`config.mk`:
```
export PLATFORM = sky130hd
export DESIGN_NAME = imm_ext_pipe
export DESIGN_NICKNAME = d
export VERILOG_FILES = /design/src/rtl/imm_ext_pipe.sv
export SDC_FILE = /design/constraint.sdc
export NUM_CORES = 1
export LEC_CHECK = 0
export ABC_AREA = 1
export BUFFER_PORTS_ARGS = -buffer_cell sky130_fd_sc_hd__buf_2
export CORE_MARGIN = 2
export CORE_UTILIZATION = 50
export CTS_BUF_LIST = sky130_fd_sc_hd__clkbuf_4 sky130_fd_sc_hd__clkbuf_8
export DETAILED_ROUTE_END_ITERATION = 8
export PLACE_DENSITY = 0.71
export SYNTH_ARGS = -nofsm -noshare
export SYNTH_HDL_FRONTEND = slang
export SYNTH_SLANG_ARGS = --single-unit
```
`constraint.sdc`:
```
create_clock -name clk -period 3.2 [get_ports clk]
set_input_delay 0.48 -clock clk [delete_from_list [all_inputs] [get_ports clk]]
set_output_delay 0.48 -clock clk [all_outputs]
set_load 0.01 [all_outputs]
```
`src/rtl/imm_ext_pipe.sv`:
```
// imm_ext_pipe: pipelined immediate extender with valid/ready on both sides.
// An output register (O) and a skid register (S) let in_ready be a pure flop,
// so there is no combinational path from out_ready back to in_ready.
//
// Handshake: a word moves across an interface on a rising clk edge when both
// valid and ready are high at that edge. A producer holding valid=1 keeps its
// payload stable until the transfer happens. The output side keeps
// out_data/out_mode stable while out_valid=1 and out_ready=0.
module imm_ext_pipe #(
  parameter int IN_W  = 16,
  parameter int OUT_W = 32
) (
  input  logic             clk,
  input  logic             rst_n,
  input  logic             in_valid,
  output logic             in_ready,
  input  logic [IN_W-1:0]  in_data,
  input  logic [1:0]       in_mode,
  output logic             out_valid,
  input  logic             out_ready,
  output logic [OUT_W-1:0] out_data,
  output logic [1:0]       out_mode,
  output logic [1:0]       dbg_state
);

  // The BOFF shift must not drop significant bits.
  if (OUT_W < IN_W + 2) begin : g_width_check
    $error("imm_ext_pipe: OUT_W must be >= IN_W + 2");
  end

  typedef enum logic [1:0] {
    ST_EMPTY = 2'd0,
    ST_ONE   = 2'd1,
    ST_FULL  = 2'd2
  } state_e;

  localparam int PAD_W = OUT_W - IN_W;

  state_e           state_q, state_d;
  logic             in_ready_q, in_ready_d;
  logic [OUT_W-1:0] o_data_q, o_data_d;
  logic [1:0]       o_mode_q, o_mode_d;
  logic [OUT_W-1:0] s_data_q, s_data_d;
  logic [1:0]       s_mode_q, s_mode_d;

  logic [OUT_W-1:0] ext_sext;
  logic [OUT_W-1:0] ext_data;
  logic             accept;

  // Extend the incoming immediate according to its mode.
  always_comb begin
    ext_sext = {{PAD_W{in_data[IN_W-1]}}, in_data};
    ext_data = ext_sext;
    case (in_mode)
      2'b00:   ext_data = ext_sext;
      2'b01:   ext_data = {{PAD_W{1'b0}}, in_data};
      2'b10:   ext_data = {in_data, {PAD_W{1'b0}}};
      default: ext_data = {ext_sext[OUT_W-3:0], 2'b00};
    endcase
  end

  assign accept = in_valid && in_ready_q;

  // Occupancy FSM and next values for the O and S registers.
  always_comb begin
    state_d  = state_q;
    o_data_d = o_data_q;
    o_mode_d = o_mode_q;
    s_data_d = s_data_q;
    s_mode_d = s_mode_q;
    case (state_q)
      ST_EMPTY: begin
        if (accept) begin
          o_data_d = ext_data;
          o_mode_d = in_mode;
          state_d  = ST_ONE;
        end
      end
      ST_ONE: begin
        if (accept && out_ready) begin
          o_data_d = ext_data;
          o_mode_d = in_mode;
        end else if (accept) begin
          s_data_d = ext_data;
          s_mode_d = in_mode;
          state_d  = ST_FULL;
        end else if (out_ready) begin
          state_d  = ST_EMPTY;
        end
      end
      ST_FULL: begin
        // in_ready is low here, so only the skid drain can happen.
        if (out_ready) begin
          o_data_d = s_data_q;
          o_mode_d = s_mode_q;
          state_d  = ST_ONE;
        end
      end
      default: state_d = ST_EMPTY;
    endcase
    in_ready_d = (state_d != ST_FULL);
  end

  // State, ready and data registers; reset discards all held words.
  always_ff @(posedge clk or negedge rst_n) begin
    if (!rst_n) begin
      state_q    <= ST_EMPTY;
      in_ready_q <= 1'b0;
      o_data_q   <= '0;
      o_mode_q   <= 2'b00;
      s_data_q   <= '0;
      s_mode_q   <= 2'b00;
    end else begin
      state_q    <= state_d;
      in_ready_q <= in_ready_d;
      o_data_q   <= o_data_d;
      o_mode_q   <= o_mode_d;
      s_data_q   <= s_data_d;
      s_mode_q   <= s_mode_d;
    end
  end

  assign in_ready  = in_ready_q;
  assign out_valid = (state_q != ST_EMPTY);
  assign out_data  = o_data_q;
  assign out_mode  = o_mode_q;
  assign dbg_state = state_q;

endmodule
```
==> reports/metrics.yaml, run 1 <==
sta:
  fmax_mhz: 495
  tightest_slew_ns: 0.825
  drv_slew: 0
  fin_crit_sh_pct: 63.1
  skew_ns: 0.00738
  rsz0062_at_grt: "no"
  setup_violations: 0
  period_minus_slack_ns: 2.02
  fin_tns_setup_ns: 0
  relSlewSlack_pct: 45.0
  finalHoldViolCount: 0
drt:
  dr.pass1.iters: 5
  drt-initial-drc-count: 228
  dr_total_vias: 3232
  wl_per_cell_um: 13.4
  drc: 0
  wirelength_um: 8580
  viasPerCell: 5.04
  drtAntennaViolNets: 0
worst_setup_path:
  crit_slowest_cell: "inv_2"
  end_kind: "flop"
  required_ns: 3.48
  crit_type: "flop to flop"
  critPathMaxStageDelay_ns: 0.61
  critPathTopFamily: "simple AND/OR/NAND/NOR gates"
  cp_cell_sequence: "inv_2, nand3_2, nor2_2, nand2_2, inv_2, nand2_1, nand2_1"
  path_buf_inv: 2
  cp.arrival_ns: 2.30
  crit_path_start_kind: "flop"
  critPathMaxFanout: 40
clock_network:
  cts-resized-gates: 0
  clockBufferDepth: 2
  cts_tree: "built"
  cts_buffers: 9
  h-tree-depth: 3
  clkLatencyLatePin_ns: 0.35
  root_buffer: "clkbuf_8"
  hold_buffers: 0
  cts.sinks: 71
  clk_pin_slew_ns: 0.08
  post_cts_buffers: 0
power:
  p_int_mw: 2.12
  p_sw_mw: 1.24
  max-vdd-ir-drop_mv: 0.548
  total_leakage_power_nw: 2.42
  pwr_density_cell_nw_per_um2: 837
  p_clk_share_pct: 21.6
  p_seq_share_pct: 45.7
  switching_share_pct: 37.0
  combPwrFrac_pct: 32.8
die:
  io_pins: 60
  design.die.area_um2: 7920
  num_rows: 30
  chipHeight_um: 89.0
  die_x_um: 89.0
  core_area_um2: 6910
  initial_core_util_pct: 52.3
final_layout:
  multi_input_area_um2: 1570
  fillers: 669
  final_layout_size_suffix_gt1_share_pct: 16.3
  final_nets: 562
  syn_to_final_growth_pct: 11.4
  diodes: 0
  regArea_um2: 1780
  layout.cells.non_filler: 641
synthesis:
  post-synth-top-count-cell: "nand2_1"
  synth_top_area_cell: "dfrtp_1"
  netlist_area_um2: 3610
  async_flop_share_pct: 100
  ys_seq_area_share_pct: 49.2
  synthCells: 500
  ys.flop_type: "dfrtp_1"
  synth_edf_count: 0
  synth_nets: 522
  synth.ff_latch_count: 71
  synth_common_cells: "nand2_1, dfrtp_1, nand3_1"
  synth_top_area_share_pct: 49.2
  synth.distinct_cells: 20
  ys.warnings.count: 0
  synth_area_leaders: "dfrtp_1, nand2_1, nand3_1"
  synth.avg_cell_area_um2: 7.23
run_status:
  outcome: "finished clean"
global_routing:
  grtUsageMet2_pct: 35.5
  use_met1_pct: 32.6
  grt_usage_pct: 23.0
  grt_pass1_wl_um: 13900
  grt_util_met3_pct: 4.16
  grt.overflow.total: 0
  grt_max_degree: 54
  grt_pass1_vias: 2819
  grt.busiest_layer: "met2"
  grt_antenna_before_repair: 0
placed_design:
  gp_congestion: 0.895
  dp_hpwl_um: 5540
  dp_cells: 625
  io_buffers: 59
worst_hold_path:
  hold_class: "primary input to async pin"
job:
  drv_cap: 0
[worst reg2reg max path, stage by stage, from the launching register on]
cell	delay, ns
dfrtp_1	0.44
inv_2	0.08
nand3_2	0.07
nor2_2	0.10
nand2_2	0.43
inv_2	0.62
nand2_1	0.12
nand2_1	0.09
[cell usage in the layout, fill, tap and decap left out, drive strengths merged]
| cell type | count |
|---|---|
| a21oi | 1 |
| buf | 61 |
| bufinv | 1 |
| clkbuf | 12 |
| clkinv | 3 |
| dfrtp | 71 |
| inv | 10 |
| nand2 | 291 |
| nand3 | 48 |
| nand4 | 1 |
| nor2 | 33 |
| o21ai | 13 |
[worst paths after layout]
| check | from | end | slack, ns | cells after the start |
|---|---|---|---|---|
| worst min register to register | out_data[12] | out_data[12] | 0.47 | 2 |
| worst max register to register | dbg_state[1] | s_data_q[18] | 1.18 | 7 |
| worst min-delay path | rst_n | out_data[23] | 0.22 | 1 |
| max in group asynchronous | rst_n | s_data_q[7] | 2.30 | 2 |
| worst max-delay path | dbg_state[1] | s_data_q[18] | 1.18 | 7 |
| min in group clk | out_ready | in_ready | 0.41 | 3 |
[cell families (layout without fill, tap and decap cells)]
logic type             count (synthesis)  after routing  synth area share, %
AOI/OAI and AO/OA                     14             14                 1.94
DFF                                   71             71                 49.2
buffers and inverters                 42             87                 7.44
and+or+nand+nor                      373            373                 41.4
[cell type report]
cell class	instances	area share, %
inverter	10	0.995
sequential	71	44.1
clock inverter	4	1.12
tap	96	2.98
multi-input combinational	387	38.9
clock buffer	12	3.79
timing repair buffer	61	8.02
[state kept, by name, summed over array words and instances, names as in the netlist]
| name | count |
|---|---|
| out_data | 32 |
| s_data_q | 32 |
| dbg_state | 2 |
| out_mode | 2 |
| s_mode_q | 2 |
| in_ready | 1 |
[layer usage]
metal / part of all wire, % / wire, µm
met5: 0 / 0
met4: 1.8 / 158
met3: 5.3 / 455
met2: 45 / 3870
met1: 48 / 4100
[power by group through the flow]
stage / Sequential (mW) / Combinational [mW] / Clock, mW
6_report: 1.54 / 1.10 / 0.726
5_1_grt: 1.58 / 1.26 / 0.780
4_1_cts: 1.53 / 1.12 / 0.735
3_5_place_dp: 1.54 / 1.12 / 0
3_3_place_gp: 1.53 / 1.08 / 0
2_1_floorplan: 1.63 / 0.666 / 0
[per-stage QoR]
step                      area [µm²]  setup WS (ns)  util (%)  hold WS [ns]  power (mW)
final                           4030           1.18      58.3         0.223        3.37
after global routing            4030          0.959      58.3         0.304        3.62
after floorplan                 3610           1.90         -         0.184        2.29
after CTS                       4030           1.18      58.3         0.255        3.39
after detailed placement        3830           1.11      55.4         0.460        2.66
after global placement          3830           1.17      55.4         0.457        2.61
(Power assumes the default switching activity.)
==> run 2, diff against run 1 <==
clock period = 1.9 ns   (was 3.2 ns; I/O delays follow)
==> run 2 against run 1 <==
Compared with the run above:
- register-to-register slack worse by 0.96 ns
- utilization is 0.58 points higher
- critical path type unchanged
- count of clock-buffer cells in the layout stayed put
- clock skew hardly changed
- total power is 67% higher
==> reports/metrics.yaml, run 2 (synthesis results as in run 1) <==
global_routing:
  grt_max_degree: 72  # +33%
  grt_pass1_vias: 2969  # +5.3%
  grt_antenna_before_repair: 0  # unchanged
  grt_pass1_wl_um: 14300  # +3.0%
  grt.overflow.total: 0  # unchanged
  grt_usage_pct: 23.7  # +0.68 points
drt:
  drt-initial-drc-count: 317  # +39%
  dr_total_vias: 3252  # +0.62%
  wirelength_um: 8700  # +1.4%
  viasPerCell: 5.03  # -0.31%
  drtAntennaViolNets: 0  # unchanged
  wl_per_cell_um: 13.4  # +0.45%
  drc: 0  # unchanged
  dr.pass1.iters: 5  # unchanged
power:
  power_mw: 5.63  # +67%
  pwr_density_cell_nw_per_um2: 1390  # +66%
  total_leakage_power_nw: 2.44  # +0.77%
  max-vdd-ir-drop_mv: 0.726  # +33%
die:
  num_rows: 30  # unchanged
  initial_core_util_pct: 52.3  # unchanged
  io_pins: 60  # unchanged
  die_x_um: 89.0  # unchanged
  design.die.area_um2: 7920  # unchanged
  chipHeight_um: 89.0  # unchanged
  core_area_um2: 6910  # unchanged
worst_setup_path:
  critPathMaxFanout: 20  # -50%
  crit_path_start_kind: "flop"
  end_kind: "flop"
  cp.arrival_ns: 1.91  # -0.39 ns
  crit_type: "flop to flop"
  required_ns: 2.13  # -1.35 ns
placed_design:
  gp_congestion: 0.850  # -5.0%
  dp_hpwl_um: 5840  # +5.4%
  io_buffers: 59  # unchanged
sta:
  setup_violations: 0  # unchanged
  fmax_mhz: 597  # +21%
  skew_ns: 0.00727  # -0.000114 ns
  drv_slew: 0  # unchanged
  relSlewSlack_pct: 59.6  # +15 points
  rsz0062_at_grt: "no"
  period_minus_slack_ns: 1.67  # -0.345 ns
  finalHoldViolCount: 0  # unchanged
  tightest_slew_ns: 0.605  # -0.220 ns
  fin_tns_setup_ns: 0  # unchanged
  fin_crit_sh_pct: 88.1  # +25 points
clock_network:
  clkLatencyLatePin_ns: 0.34  # about the same
  hold_buffers: 1  # +1
  cts_buffers: 9  # unchanged
  clk_pin_slew_ns: 0.07  # about the same
  h-tree-depth: 3  # unchanged
  root_buffer: "clkbuf_8"
  cts_tree: "built"
  post_cts_buffers: 0  # unchanged
  cts.sinks: 71  # unchanged
  clockBufferDepth: 2  # unchanged
  cts-resized-gates: 0  # unchanged
run_status:
  outcome: "finished clean"
final_layout:
  final_common_cell: "nand2_1"
  final_layout_size_suffix_gt1_share_pct: 17.1  # +0.73 points
  layout_common_cells: "nand2_1, dfrtp_1, buf_2, nand3_1, nor2_1"
  final_nets: 569  # +1.2%
  syn_to_final_growth_pct: 12.5
  diodes: 0  # unchanged
  fin_util_pct: 58.9  # +0.58 points
  fillers: 695  # +3.9%
job:
  drv_cap: 0  # unchanged
worst_hold_path:
  hold_class: "primary input to flop"
-- run 2: worst paths after layout --
path / endpoint / slack (ns) / startpoint / cells past startpoint
max in group asynchronous: s_data_q[4] / 1.08 / rst_n / 3
min in group asynchronous: out_data[23] / 0.48 / rst_n / 3
hold reg to reg: out_data[23] / 0.48 / out_data[23] / 2
setup reg to reg: out_mode[0] / 0.23 / dbg_state[0] / 6
hold / removal: in_ready / 0.21 / out_ready / 3
setup / recovery: out_mode[0] / 0.23 / dbg_state[0] / 6
-- run 2: critical path: stages (launching register included) --
cell     delay (ns)
dfrtp_1        0.40
inv_1          0.10
nand2_2        0.17
inv_1          0.51
o21ai_0        0.22
nand2_1        0.11
nand2_1        0.05
-- run 2: metrics by stage --
stage / hold WS [ns] / area, µm² / instances / setup WS [ns]
final: 0.206 / 4070 / 647 / 0.225
after global routing: 0.246 / 4070 / 647 / 0.0410
after CTS: 0.201 / 4070 / 647 / 0.249
after detailed placement: 0.343 / 3870 / 631 / 0.271
after global placement: 0.343 / 3870 / 631 / 0.330
after floorplan: -0.0106 / 3610 / 500 / 0.670
-- run 2: report_power, final --
group          switching (mW)  internal, mW
Clock                   0.567         0.570
Sequential              0.375          2.21
Combinational            1.18         0.724
Total                    2.12          3.51
-- run 2: layout make-up --
| class | count | area, µm² | area share [%] |
|---|---|---|---|
| sequential | 71 | 1780 | 43.7 |
| multi-input combinational | 387 | 1570 | 38.6 |
| tap | 96 | 120 | 2.95 |
| clock buffer | 12 | 165 | 4.06 |
| inverter | 10 | 40.0 | 0.985 |
| timing repair buffer | 68 | 378 | 9.30 |
| clock inverter | 3 | 17.5 | 0.431 |
-- run 2: metal layers --
layer	up-vias	part of all wire, %	global-route usage, %
met4	0	2.5	10.3
met2	117	45	35.5
met3	15	6.2	4.52
met5	-	0	0
li1	1626	-	-
met1	1494	47	33.6
==> run 3, diff against run 2 <==
REMOVE_ABC_BUFFERS = 1   (was unset)
==> run 3 against run 2 <==
Compared with the run above:
- combinational power is essentially flat
- register-to-register slack better by 0.18 ns
- utilization grew 0.34 points
- cell count increased by 0.46%
- clock power is 4% lower
- die area did not move
- non-clock buffer count is 2 higher
- sequential share of layout area is 0.25 points lower
- count of clock-buffer cells in the layout did not move
- setup slack improved by 0.18 ns
- total power is 1.0% lower
- wire length is 7.5% lower
- critical path type unchanged
==> reports/metrics.yaml, run 3 (synthesis results as in run 1) <==
run_status:
  outcome: "finished clean"
die:
  initial_core_util_pct: 52.3  # unchanged
  io_pins: 60  # unchanged
  die_x_um: 89.0  # unchanged
  chipHeight_um: 89.0  # unchanged
  core_area_um2: 6910  # unchanged
  num_rows: 30  # unchanged
  design.die.area_um2: 7920  # unchanged
drt:
  dr.pass1.iters: 5  # unchanged
  drc: 0  # unchanged
  viasPerCell: 4.93  # -1.8%
  drtAntennaViolNets: 0  # unchanged
  drt-initial-drc-count: 287  # -9.5%
  dr_total_vias: 3207  # -1.4%
  wl_per_cell_um: 12.4  # -7.9%
  wirelength_um: 8050  # -7.5%
power:
  p_sw_mw: 2.06  # -2.8%
  p_seq_share_pct: 46.2  # +0.2 points
  total_leakage_power_nw: 2.46  # +0.81%
  p_clk_share_pct: 19.5  # -0.7 points
  combPwrFrac_pct: 34.3  # +0.5 points
  pwr_density_cell_nw_per_um2: 1360  # -1.6%
  switching_share_pct: 37.0  # -0.67 points
  p_int_mw: 3.51  # about the same
  max-vdd-ir-drop_mv: 0.608  # -16%
worst_setup_path:
  r2r_slack_ns: 0.40  # +0.18 ns
  critPathMaxFanout: 20  # unchanged
  critPathMaxStageDelay_ns: 0.45  # -0.06 ns
  path_buf_inv: 2  # unchanged
  end_kind: "flop"
  required_ns: 2.14  # about the same
  cp.arrival_ns: 1.74  # -0.17 ns
  crit_slowest_cell: "inv_1"
  crit_path_start_kind: "flop"
  cp_cell_sequence: "inv_1, nand2_2, inv_1, o21ai_0, nand2_1, nand2_1"
  critPathTopFamily: "buffers and inverters"
  crit_type: "flop to flop"
final_layout:
  syn_to_final_growth_pct: 13.2
  layout.cells.non_filler: 650  # +0.46%
  final_layout_size_suffix_gt1_share_pct: 17.5  # +0.45 points
  diodes: 0  # unchanged
  final_nets: 571  # +0.35%
  final_common_cell: "nand2_1"
  layout_common_cells: "nand2_1, dfrtp_1, buf_2, nand3_1, nor2_1"
sta:
  period_minus_slack_ns: 1.50  # -0.176 ns
  fin_tns_setup_ns: 0  # unchanged
  whs_ns: 0.191  # -0.0142 ns
  fin_crit_sh_pct: 78.9  # -9.3 points
  finalHoldViolCount: 0  # unchanged
  skew_ns: 0.00815  # +0.000885 ns
  setup_violations: 0  # unchanged
  rsz0062_at_grt: "no"
  tightest_slew_ns: 0.584  # -0.0212 ns
  relSlewSlack_pct: 61.0  # +1.4 points
  fmax_mhz: 667  # +12%
  drv_slew: 0  # unchanged
clock_network:
  cts_buffers: 9  # unchanged
  h-tree-depth: 3  # unchanged
  clk_pin_slew_ns: 0.07  # about the same
  cts-resized-gates: 0  # unchanged
  post_cts_buffers: 0  # unchanged
  root_buffer: "clkbuf_8"
  cts.sinks: 71  # unchanged
  clockBufferDepth: 2  # unchanged
  hold_buffers: 1  # unchanged
  clkLatencyLatePin_ns: 0.34  # about the same
  cts_tree: "built"
placed_design:
  dp_hpwl_um: 5510  # -5.5%
  dp_cells: 633  # +0.32%
  gp_congestion: 0.888  # +4.4%
  io_buffers: 59  # unchanged
global_routing:
  grt_antenna_before_repair: 0  # unchanged
  grt_pass1_vias: 2952  # -0.57%
  grt.overflow.total: 0  # unchanged
  grt_usage_pct: 22.0  # -1.7 points
  grt_max_degree: 45  # -38%
  grt_pass1_wl_um: 13400  # -6.3%
job:
  drv_cap: 0  # unchanged
worst_hold_path:
  hold_class: "primary input to flop"
run 3: changes by cell type in the layout (fill, tap and decap cells not counted), sizes merged:
| cell | change |
|---|---|
| buf | +2 |
| clkinv | +2 |
| clkinvlp | -1 |
run 3: through the flow:
stage	worst slack, ns	utilization, %	power (mW)	instance area, µm²
floorplan	0.0378	-	3.72	3380
global placement	0.383	56.5	4.46	3900
detailed placement	0.346	56.5	4.53	3900
CTS	0.372	59.2	5.64	4090
global route	0.267	59.2	6.04	4090
finish	0.401	59.2	5.57	4090
run 3: final cells by class:
cell class              count  area [µm²]
fillers                   684        2820
well taps                  96         120
inverters                  10        40.0
repair buffers             70         405
clock inverters             4        20.0
clock buffers              12         159
multi-input cells         387        1570
flip-flops and latches     71        1780
run 3: power groups by stage:
stage	logic [mW]	clock network [mW]	registers, mW
2_1_floorplan	0.982	0	2.74
3_3_place_gp	1.89	0	2.57
3_5_place_dp	1.93	0	2.60
4_1_cts	1.94	1.12	2.58
5_1_grt	2.19	1.20	2.65
6_report	1.91	1.09	2.58
run 3: worst paths after layout:
path / startpoint / endpoint / cells after the start
setup / recovery: dbg_state[0] / out_mode[1] / 6
hold / removal: out_ready / in_ready / 3
setup reg to reg: dbg_state[0] / out_mode[1] / 6
hold reg to reg: out_data[19] / out_data[19] / 2
max in group asynchronous: rst_n / s_data_q[19] / 3
min in group asynchronous: rst_n / out_data[5] / 2
run 3: worst register-to-register path, stage by stage, from the launching register on:
cell,delay (ns)
dfrtp_1,0.41
inv_1,0.10
nand2_2,0.09
inv_1,0.45
o21ai_0,0.20
nand2_1,0.10
nand2_1,0.05
run 3: per-layer routing:
metal  vias to the layer above  global-route usage, %  share of wire (%)
met3                        19                   3.32                4.7
li1                       1637                      -                  -
met2                        97                   35.1                 47
met4                         0                   9.91                2.4
met1                      1454                   29.7                 46
met5                         -                      0                  0
